[config.mk]
export PLATFORM = sky130hd
export DESIGN_NAME = flag_selector_flat
export DESIGN_NICKNAME = d
export VERILOG_FILES = /design/src/rtl/flag_selector_if.sv /design/src/rtl/flag_selector.sv /design/src/flat_wrapper.sv
export SDC_FILE = /design/constraint.sdc
export NUM_CORES = 1
export LEC_CHECK = 0
export CAP_MARGIN = 30
export CORE_ASPECT_RATIO = 2
export CORE_UTILIZATION = 50
export DETAILED_ROUTE_END_ITERATION = 8
export GPL_ROUTABILITY_DRIVEN = 0
export PLACE_DENSITY = 0.8
export SYNTH_ARGS = -nofsm -noshare
export SYNTH_HDL_FRONTEND = slang
export SYNTH_SLANG_ARGS = --single-unit
[constraint.sdc]
create_clock -name clk -period 4.3 [get_ports clk]
set_clock_uncertainty 0.05 [all_clocks]
set_input_delay 0.86 -clock clk [delete_from_list [all_inputs] [get_ports clk]]
set_output_delay 0.86 -clock clk [all_outputs]
set_load 0.02 [all_outputs]
[src/rtl/flag_selector_if.sv]
// Handshake bundle between the pin/sync side and the flag selector controller.
interface flag_selector_if;
    logic       frame_start;
    logic       btn_next;
    logic       btn_prev;
    logic       auto_en;
    logic [7:0] count;
    logic [7:0] selector;
    logic       changed;

    modport master (
        output frame_start, btn_next, btn_prev, auto_en, count,
        input  selector, changed
    );

    modport slave (
        input  frame_start, btn_next, btn_prev, auto_en, count,
        output selector, changed
    );
endinterface

[src/rtl/flag_selector.sv]
// Flag index controller: debounced next/prev buttons plus slideshow timer,
// resolved once per frame into a wrapping 8-bit selector.
module flag_selector_debounce #(
    parameter int DEBOUNCE_FRAMES = 2
) (
    input  logic clk,
    input  logic rst_n,
    input  logic frame_start,
    input  logic raw,
    output logic press
);
    localparam logic [3:0] RUN_LAST = 4'(DEBOUNCE_FRAMES - 1);

    logic [1:0] sync;
    logic       stable;
    logic [3:0] run;
    logic       flip;

    // Level has disagreed with the stable state long enough to be accepted.
    assign flip  = frame_start && (sync[1] != stable) && (run == RUN_LAST);
    assign press = flip && sync[1];

    always_ff @(posedge clk) begin
        if (!rst_n) begin
            sync   <= '0;
            stable <= 1'b0;
            run    <= '0;
        end else begin
            sync <= {sync[0], raw};
            if (frame_start) begin
                if (sync[1] == stable) begin
                    run <= '0;
                end else if (flip) begin
                    stable <= sync[1];
                    run    <= '0;
                end else begin
                    run <= run + 4'd1;
                end
            end
        end
    end
endmodule

module flag_selector #(
    parameter int FRAMES_PER_FLAG = 180,
    parameter int DEBOUNCE_FRAMES = 2
) (
    input logic            clk,
    input logic            rst_n,
    flag_selector_if.slave bus
);
    localparam int         NUM_BTN   = 2;
    localparam logic [15:0] AUTO_LAST = 16'(FRAMES_PER_FLAG - 1);

    logic [NUM_BTN-1:0] raw;
    logic [NUM_BTN-1:0] press;
    logic [15:0]        auto_cnt;
    logic               auto_ev;
    logic               any_press;
    logic               do_next;
    logic               do_prev;
    logic [8:0]         sel_inc;
    logic [7:0]         sel_q;
    logic [7:0]         sel_nxt;
    logic [7:0]         sel_prv;
    logic [7:0]         sel_new;
    logic               chg_q;

    // Index 0 is next, index 1 is prev.
    assign raw = {bus.btn_prev, bus.btn_next};

    for (genvar i = 0; i < NUM_BTN; i++) begin : g_btn
        flag_selector_debounce #(.DEBOUNCE_FRAMES(DEBOUNCE_FRAMES)) u_db (
            .clk         (clk),
            .rst_n       (rst_n),
            .frame_start (bus.frame_start),
            .raw         (raw[i]),
            .press       (press[i])
        );
    end

    assign any_press = |press;
    // Any manual press, even a cancelled pair, pre-empts the slideshow tick.
    assign auto_ev   = bus.auto_en && bus.frame_start && (auto_cnt == AUTO_LAST) && !any_press;
    assign do_next   = (press[0] && !press[1]) || auto_ev;
    assign do_prev   = press[1] && !press[0];

    always_ff @(posedge clk) begin
        if (!rst_n) begin
            auto_cnt <= '0;
        end else if (!bus.auto_en) begin
            auto_cnt <= '0;
        end else if (bus.frame_start) begin
            if (any_press || auto_cnt == AUTO_LAST) auto_cnt <= '0;
            else                                    auto_cnt <= auto_cnt + 16'd1;
        end
    end

    // Nine-bit increment so selector=255 does not alias to 0 before the compare.
    assign sel_inc = {1'b0, sel_q} + 9'd1;
    assign sel_nxt = (sel_inc < {1'b0, bus.count}) ? sel_inc[7:0] : 8'd0;
    assign sel_prv = (sel_q != 8'd0 && sel_q < bus.count) ? sel_q - 8'd1 : bus.count - 8'd1;

    always_comb begin
        sel_new = sel_q;
        if (bus.count == 8'd0) sel_new = 8'd0;
        else if (do_next)      sel_new = sel_nxt;
        else if (do_prev)      sel_new = sel_prv;
    end

    always_ff @(posedge clk) begin
        if (!rst_n) begin
            sel_q <= '0;
            chg_q <= 1'b0;
        end else begin
            chg_q <= 1'b0;
            if (bus.frame_start) begin
                sel_q <= sel_new;
                chg_q <= (bus.count != 8'd0) && (sel_new != sel_q);
            end
        end
    end

    assign bus.selector = sel_q;
    assign bus.changed  = chg_q;
endmodule

[src/flat_wrapper.sv]
// flat-port wrapper written by rule: the top's interface ports become plain ports
module flag_selector_flat 
#(
    parameter int FRAMES_PER_FLAG = 180,
    parameter int DEBOUNCE_FRAMES = 2
)
  (clk, rst_n, bus_frame_start, bus_btn_next, bus_btn_prev, bus_auto_en, bus_count, bus_selector, bus_changed);
  flag_selector_if bus_i ();
  input logic clk;
  input logic rst_n;
  input wire logic [$bits(bus_i.frame_start)-1:0] bus_frame_start;
  input wire logic [$bits(bus_i.btn_next)-1:0] bus_btn_next;
  input wire logic [$bits(bus_i.btn_prev)-1:0] bus_btn_prev;
  input wire logic [$bits(bus_i.auto_en)-1:0] bus_auto_en;
  input wire logic [$bits(bus_i.count)-1:0] bus_count;
  output wire logic [$bits(bus_i.selector)-1:0] bus_selector;
  output wire logic [$bits(bus_i.changed)-1:0] bus_changed;
  assign bus_i.frame_start = bus_frame_start;
  assign bus_i.btn_next = bus_btn_next;
  assign bus_i.btn_prev = bus_btn_prev;
  assign bus_i.auto_en = bus_auto_en;
  assign bus_i.count = bus_count;
  assign bus_selector = bus_i.selector;
  assign bus_changed = bus_i.changed;
  flag_selector #(.FRAMES_PER_FLAG(FRAMES_PER_FLAG), .DEBOUNCE_FRAMES(DEBOUNCE_FRAMES)) u_core (.clk(clk), .rst_n(rst_n), .bus(bus_i));
endmodule
==> metrics.md, run 1 <==
| Metric | Value |
|---|---|
| Die span in x | `57.7 um` |
| Vias after detailed routing | `3075` |
| Final worst path period share | `0.931` |
| Number of slew-limit violations in the final report | `0` |
| Starting utilization of the core area | `0.517` |
| EDFF count, synth | `0` |
| Data arrival, critical path | `4.11 ns` |
| Yosys Warn Count | `0` |
| Simple-gate share of the synthesized area | `0.263` |
| Average detailed-routed wire length per instance | `17.5 um` |
| Cell Area, Synth | `3110 um2` |
| Fraction of the yosys area taken by sequential cells | `0.251` |
| Share of layout cells above drive strength 1 | `0.0915` |
| Post-Synthesis Cells | `395` |
| Number of hold violations in the final report | `0` |
| Adder-cell share of the synthesized area | `0.0886` |
| Number of DRC violations after detailed routing | `3` |
| Antenna cells | `0` |
| Violations in the final reports | `DRC` |
| Die area | `6550 um2` |
| Worst Hold Class | `reg2reg` |
| Row count | `40` |
| Violation count after the first detailed-routing iteration | `136` |
| Setup violations, final | `0` |
| Per-instance average area after synthesis | `7.87 um2` |
| Worst vdd ir | `0.000328 V` |
| Number of synthesized register bits | `39` |
| Number of CTS-inserted buffers | `5` |
| Flip-flop cell with the highest count after synthesis | `dfxtp_1` |
| Core outline area | `6010 um2` |
| Cell repeated most along the worst path | `and3_1` |
| Largest stage delay, worst path | `0.48 ns` |
| Leak Pwr | `0.00145 uW` |
| Die height | `113 um` |
| Number of antenna violations at the first check in global routing | `0` |
| Nets | `461` |
| Number of maximum-capacitance constraint violations | `0` |
| Leading area contributor after synthesis | `dfxtp_1` |
| Max transition margin | `0.502` |
| Worst Path Max Fanout | `4` |
| Power per Cell Area | `236 nW/um2` |
| Post-synthesis mux area share | `0.0290` |
| Min Tclk post-route | `4.00 ns` |
| Fmax | `250 MHz` |
| Setup repair after global routing missed its margin | `false` |
| First-pass DRT Iterations | `6` |
| Worst-case hold slack | `0.376 ns` |
| Via density per instance | `6.29` |
| Placed standard-cell area | `3460 um2` |
| Routed wire length | `8540 um` |
| Total number of H-tree levels | `2` |
| Largest cells by area after synthesis | `dfxtp_1 (25%), ha_1 (8.9%), xnor2_1 (5.4%)` |
| Clock-pin transition on the worst setup and hold timing paths | `0.06 ns` |
| Sum of net half-perimeters after detailed placement | `6490 um` |
| Pin count of the biggest net entering global routing | `25` |
| Number of buffers inserted by hold repair at cts | `0` |
| Buffers added on ports | `22` |
| Proportion of register bits with asynchronous set or reset after synthesis | `0` |
| Post-CTS resize count | `0` |
| Top-level I/O count | `23` |
| Core occupancy in the finished layout | `0.603` |
| Top-area cell type share of the netlist area | `0.251` |
| Worst skew pair latency | `0.28 ns` |
| Worst path slowest cell | `clkdlybuf4s50_1` |
| Library cells used by synthesis | `57` |
| Number of nets produced by synthesis | `431` |
| Total global routing track utilization | `0.277` |
| Number of buffers on the longest clock path | `2` |
| Global-route wire length before repair | `14200 um` |
| Final sum of negative setup slack | `0 ns` |
| Remaining antenna violation count | `0` |
| CTS tree | `done` |
| Worst slew pin tran | `0.744 ns` |
| Total clock sinks | `39` |
| CP Data Required Time | `4.41 ns` |
| Crit path kind | `in2reg` |
| Main combinational cell family by area after synthesis | `simple AND/OR/NAND/NOR gates` |
| Ordered list of cells on the worst path | `clkdlybuf4s50_1 > inv_1 > ha_1 > and3_1 > o21ai_0 > and3_1 > nand2_1 > a21oi_1 > ha_1 > buf_4 > nand2_1 > xnor2_1 > a21oi_1 > a211oi_1 > mux2i_1 > and3_1 > a31oi_1` |
| Total non-filler cell area in the finished layout | `3620 um2` |
| Synth Area in Compound Gates | `0.221` |
| Post-CTS Repair Setup Buffers | `0` |
| Area growth from synthesis to final layout | `16.5%` |
| Kind of start point of the critical path | `input pin` |
| Number of global-route vias before repair | `3134` |
| Share of the synthesized netlist area taken by xor and xnor gates | `0.0930` |
| Master cell of the clock root buffer | `clkbuf_16` |
| Result of the run | `complete, but fails checks` |
| Crit path capture type | `flop` |
| Total congestion overflow | `0` |
-- sequential cells by signal, summed over array words and instances (netlist names) --
signal	cells
u_core.g_btn.u_db.stable	2
u_core.g_btn.u_db.sync	4
u_core.g_btn.u_db.run	8
u_core.bus.selector	8
u_core.bus.changed	1
u_core.auto_cnt	16
-- critical path, delay by kind of cell --
kind,cells,cell delay [ns]
AO/OA/AOI/OAI,5,0.91
XOR/XNOR,1,0.15
adder cells (fa/ha/maj),2,0.53
buffers and inverters,3,0.69
multiplexers,1,0.24
AND/OR/NAND/NOR,5,0.71
-- power by group --
group | leakage, uW | switching, uW | internal (uW)
Combinational | 0.00106 | 56.2 | 46.7
Sequential | 0.000315 | 3.56 | 365
Clock | 0.0000772 | 137 | 247
Total | 0.00145 | 197 | 658
-- worst paths after layout --
check	start	slack, ns	end	depth (start not counted)
worst min register to register	u_core.g_btn[0].u_db.sync[0]	0.38	u_core.g_btn[0].u_db.sync[1]	1
worst max-delay path	bus_count[6]	0.30	u_core.bus.changed	17
worst min-delay path	u_core.g_btn[0].u_db.sync[0]	0.38	u_core.g_btn[0].u_db.sync[1]	1
worst max register to register	u_core.bus.selector[0]	0.51	u_core.bus.changed	12
-- layout by cell type (no fill, tap or decap), types with 13 or more instances in the layout --
cell type         n
inv_1            16
xor2_1           14
dfxtp_1          39
buf_4            22
clkdlybuf4s50_1  22
a21oi_1          29
nand2_1          33
ha_1             22
nor2_1           33
o21ai_0          13
xnor2_1          19
nand3_1          16
-- cell families after synthesis --
group,count (synthesis)
buffers and inverters,37
xor gates and xnor gates,33
and+or+nand+nor,153
AOI/OAI and AO/OA,102
adders and majority gates,22
muxes,9
DFF,39
-- stage by stage --
stage               setup slack, ns  cells  power [uW]
finish                        0.298    489         855
global route                 0.0540    489         890
CTS                           0.348    489         862
detailed placement           0.0769    481         477
global placement              0.145    481         475
floorplan                     0.629    395         436
-- final cells by class --
cell class | count | area, um2
flip-flops and latches | 39 | 781
inverters | 16 | 60.1
fillers | 549 | 2390
multi-input cells | 319 | 2160
clock buffers | 8 | 156
repair buffers | 44 | 385
well taps | 63 | 78.8
-- synthesized netlist by cell type, types with 4 or more instances --
cell	number
a21boi_1	4
nor3b_1	6
o21a_1	4
and3_1	10
xor2_1	14
a31oi_1	5
dfxtp_1	39
nor2_1	33
inv_1	16
mux2i_1	9
buf_2	8
nor2b_1	10
nor4_1	5
nand3_1	16
ha_1	22
o21ai_0	13
and2_1	10
o211ai_1	7
nor3_1	9
o22ai_1	6
a21oi_1	29
clkbuf_1	10
nand2_1	33
xnor2_1	19
nand4_1	8
-- layer usage --
| metal | GRT usage | share of wire |
|---|---|---|
| met1 | 0.250 | 0.35 |
| met2 | 0.511 | 0.52 |
| met3 | 0.0544 | 0.039 |
| met4 | 0.225 | 0.085 |
| met5 | 0 | 0 |
No activity file was read; power rests on OpenSTA's default activity.
==> run 2, diff against run 1 <==
Settings changed: CTS_CLUSTER_SIZE from default to 12.
==> results of run 2 <==
Same layout as run 1: the final DEF is identical, and so are final timing and power.
==> run 3, diff against run 2 <==
Settings changed: SYNTH_HIERARCHICAL from default to 1.
==> run 3 against run 2 <==
Utilization increased by 3.1 points. The flow now finishes without violations. Worst hold slack worse by 0.0034 ns. Sequential share of layout area fell by 1.2 points. Critical path type unchanged. Combinational power is 63% higher. Die area rose by 1.6%. Area after synthesis rose by 1.7%. Largest cell class unchanged. Critical path depth unchanged. Synthesized cell count increased by 0.51%. Sequential cell count did not move. First-iteration DRC count is 4.4% higher. Register-to-register slack is essentially flat.
==> metrics.md, run 3 <==
| Metric | Value |
|---|---|
| Routed wire length | `8570 um (was 8540 um)` |
| Die height | `114 um (was 113 um)` |
| Number of antenna violations at the first check in global routing | `0 (unchanged)` |
| Proportion of register bits with asynchronous set or reset after synthesis | `0 (unchanged)` |
| Largest register FFs | `16 (unchanged)` |
| Number of buffers on the longest clock path | `2 (unchanged)` |
| Crit path kind | `in2reg (unchanged)` |
| Clock-pin transition on the worst setup and hold timing paths | `0.05 ns (was 0.06 ns)` |
| Number of DRC violations after detailed routing | `0 (was 3)` |
| Worst Hold Class | `reg2reg (unchanged)` |
| Post-Synthesis Cells | `397 (was 395)` |
| Share of layout cells above drive strength 1 | `0.144 (was 0.0915)` |
| Worst skew pair latency | `0.29 ns (was 0.28 ns)` |
| Worst slew pin tran | `0.612 ns (was 0.744 ns)` |
| Number of global-route vias before repair | `3066 (was 3134)` |
| Starting utilization of the core area | `0.521 (was 0.517)` |
| Commonest cells after routing, fill and taps aside | `nor2_1 (43), dfxtp_1 (39), buf_4 (38) (was dfxtp_1 (39), nand2_1 (33), nor2_1 (33))` |
| Number of hold violations in the final report | `0 (unchanged)` |
| Post-layout power | `963 uW (was 855 uW)` |
| Synth cell count leaders | `nor2_1 (43), dfxtp_1 (39), nand2_1 (30), o21ai_0 (23) (was dfxtp_1 (39), nand2_1 (33), nor2_1 (33), a21oi_1 (29), ha_1 (22))` |
| Kind of start point of the critical path | `input pin (unchanged)` |
| Top metal layer carrying routed signals | `met4 (unchanged)` |
| Data arrival, critical path | `4.21 ns (was 4.11 ns)` |
| Remaining antenna violation count | `0 (unchanged)` |
| Max transition margin | `0.591 (was 0.502)` |
| Library cells used by synthesis | `64 (was 57)` |
| Total number of H-tree levels | `2 (unchanged)` |
| Flip-flop cell with the highest count after synthesis | `dfxtp_1 (unchanged)` |
| Power per Cell Area | `251 nW/um2 (was 236 nW/um2)` |
| Largest cells by area after synthesis | `dfxtp_1 (25%), ha_1 (8.7%), xor2_1 (5.3%) (was dfxtp_1 (25%), ha_1 (8.9%), xnor2_1 (5.4%))` |
| Number of slew-limit violations in the final report | `0 (unchanged)` |
| Die span in x | `58.2 um (was 57.7 um)` |
| Per-instance average area after synthesis | `7.95 um2 (was 7.87 um2)` |
| Buffers added on ports | `22 (unchanged)` |
| Leading area contributor after synthesis | `dfxtp_1 (unchanged)` |
| Result of the run | `completed (was complete, but fails checks)` |
| Number of synthesized register bits | `39 (unchanged)` |
| Routed metal-1 wirelength | `2980 um (was 3000 um)` |
| Crit path capture type | `flop (unchanged)` |
| Worst Path Max Fanout | `7 (was 4)` |
| Min Tclk post-route | `4.05 ns (was 4.00 ns)` |
| EDFF count, synth | `0 (unchanged)` |
| Fmax | `247 MHz (was 250 MHz)` |
| Most common cell in the synthesized netlist | `nor2_1 (was dfxtp_1)` |
| Master cell of the clock root buffer | `clkbuf_16 (unchanged)` |
| Number of nets produced by synthesis | `433 (was 431)` |
| Core occupancy in the finished layout | `0.633 (was 0.603)` |
| Number of maximum-capacitance constraint violations | `0 (unchanged)` |
| Final worst path period share | `0.942 (was 0.931)` |
| Worst vdd ir | `0.000314 V (was 0.000328 V)` |
| Register name with the most flops | `u_core/auto_cnt (was u_core.auto_cnt)` |
| Average detailed-routed wire length per instance | `16.2 um (was 17.5 um)` |
| Global-route wire length before repair | `13800 um (was 14200 um)` |
| Total met3 wirelength after detailed routing | `324 um (was 337 um)` |
| Yosys Warn Count | `6 (was 0)` |
| Violation count after the first detailed-routing iteration | `142 (was 136)` |
| Total global routing track utilization | `0.270 (was 0.277)` |
| Die area | `6660 um2 (was 6550 um2)` |
| Routed met2 length | `4560 um (was 4470 um)` |
| Number of CTS-inserted buffers | `5 (unchanged)` |
| CP Data Required Time | `4.46 ns (was 4.41 ns)` |
| Vias after detailed routing | `3207 (was 3075)` |
| Setup violations, final | `0 (unchanged)` |
| Total congestion overflow | `0 (unchanged)` |
| CTS tree | `done (unchanged)` |
| Row count | `40 (unchanged)` |
| Cell Area, Synth | `3160 um2 (was 3110 um2)` |
| First-pass DRT Iterations | `4 (was 6)` |
| Top-area cell type share of the netlist area | `0.247 (was 0.251)` |
| Top-level I/O count | `23 (unchanged)` |
| Most common cell after layout, fill and taps aside | `nor2_1 (was dfxtp_1)` |
| Leak Pwr | `0.00161 uW (was 0.00145 uW)` |
| Antenna cells | `0 (unchanged)` |
| Number of buffers inserted by hold repair at cts | `0 (unchanged)` |
| Core outline area | `6060 um2 (was 6010 um2)` |
| Sum of net half-perimeters after detailed placement | `6520 um (was 6490 um)` |
| Total clock sinks | `39 (unchanged)` |
| Nets | `479 (was 461)` |
| Via density per instance | `6.07 (was 6.29)` |
| Area growth from synthesis to final layout | `21.5% (was 16.5%)` |
| Pin count of the biggest net entering global routing | `29 (was 25)` |
| Fraction of the yosys area taken by sequential cells | `0.247 (was 0.251)` |
| Post-CTS Repair Setup Buffers | `0 (unchanged)` |
==> run 3: area by class of cell <==
cell class / count / area, um2
fill: 539 / 2220
multi-input combinational: 321 / 2220
sequential: 39 / 781
timing repair buffer: 60 / 505
clock buffer: 5 / 125
tap: 84 / 105
inverter: 16 / 60.1
clock inverter: 3 / 43.8
==> run 3: final timing paths <==
kind	start	end	slack [ns]	depth (start not counted)
max	bus_count[5]	u_core/bus.changed	0.25	17
max reg2reg	u_core/bus.selector[1]	u_core/bus.changed	0.51	14
min reg2reg	u_core/g_btn[0].u_db/sync[0]	u_core/g_btn[0].u_db/sync[1]	0.37	1
min	u_core/g_btn[0].u_db/sync[0]	u_core/g_btn[0].u_db/sync[1]	0.37	1
==> run 3: cells by family (layout without fill, tap and decap cells) <==
| family | Yosys count | in the layout | share of synthesized area |
|---|---|---|---|
| AOI/OAI and AO/OA | 92 | 92 | 0.201 |
| xor gates and xnor gates | 32 | 32 | 0.0935 |
| adders and majority gates | 22 | 22 | 0.0872 |
| buffers and inverters | 37 | 84 | 0.0543 |
| DFF | 39 | 39 | 0.247 |
| muxes | 8 | 8 | 0.0254 |
| and+or+nand+nor | 167 | 167 | 0.292 |
==> run 3: per-layer routing <==
layer	up-vias	track usage
met5	-	0
met4	0	0.235
met3	52	0.0328
met2	119	0.492
met1	1494	0.253
li1	1542	-
==> run 3: repair_timing <==
item,4_1_cts,5_1_grt
gates resized for setup,0,3
endpoints found under the setup margin,0,1
hold endpoints to repair,0,0
==> run 3: power breakdown <==
part | internal (uW) | leakage [uW] | switching, uW | total, uW
clock network | 273 | 0.0000838 | 149 | 422
logic | 76.8 | 0.00121 | 90.9 | 168
registers | 367 | 0.000316 | 6.50 | 373
==> run 3: worst max-delay path, cell delays in order <==
cell             delay, ns
clkdlybuf4s50_1       0.48
inv_1                 0.06
ha_1                  0.30
a211oi_1              0.21
nor2_1                0.08
a311oi_2              0.21
buf_4                 0.17
nand2_1               0.12
a21oi_1               0.20
ha_2                  0.26
nand3_1               0.11
xnor2_1               0.14
mux2i_1               0.16
nor2_1                0.10
o32ai_1               0.47
a21oi_1               0.09
a41oi_1               0.19
==> run 3: metrics by stage <==
step	setup TNS, ns	hold WS (ns)	cells	setup slack, ns	cell area, um2
6_report	0	0.373	528	0.249	3840
5_1_grt	-0.00126	0.387	528	-0.00126	3840
4_1_cts	0	0.376	528	0.205	3830
3_5_place_dp	-0.0878	0.362	520	-0.0878	3660
3_3_place_gp	0	0.359	520	0.0242	3660
2_1_floorplan	0	0.356	397	0.469	3160
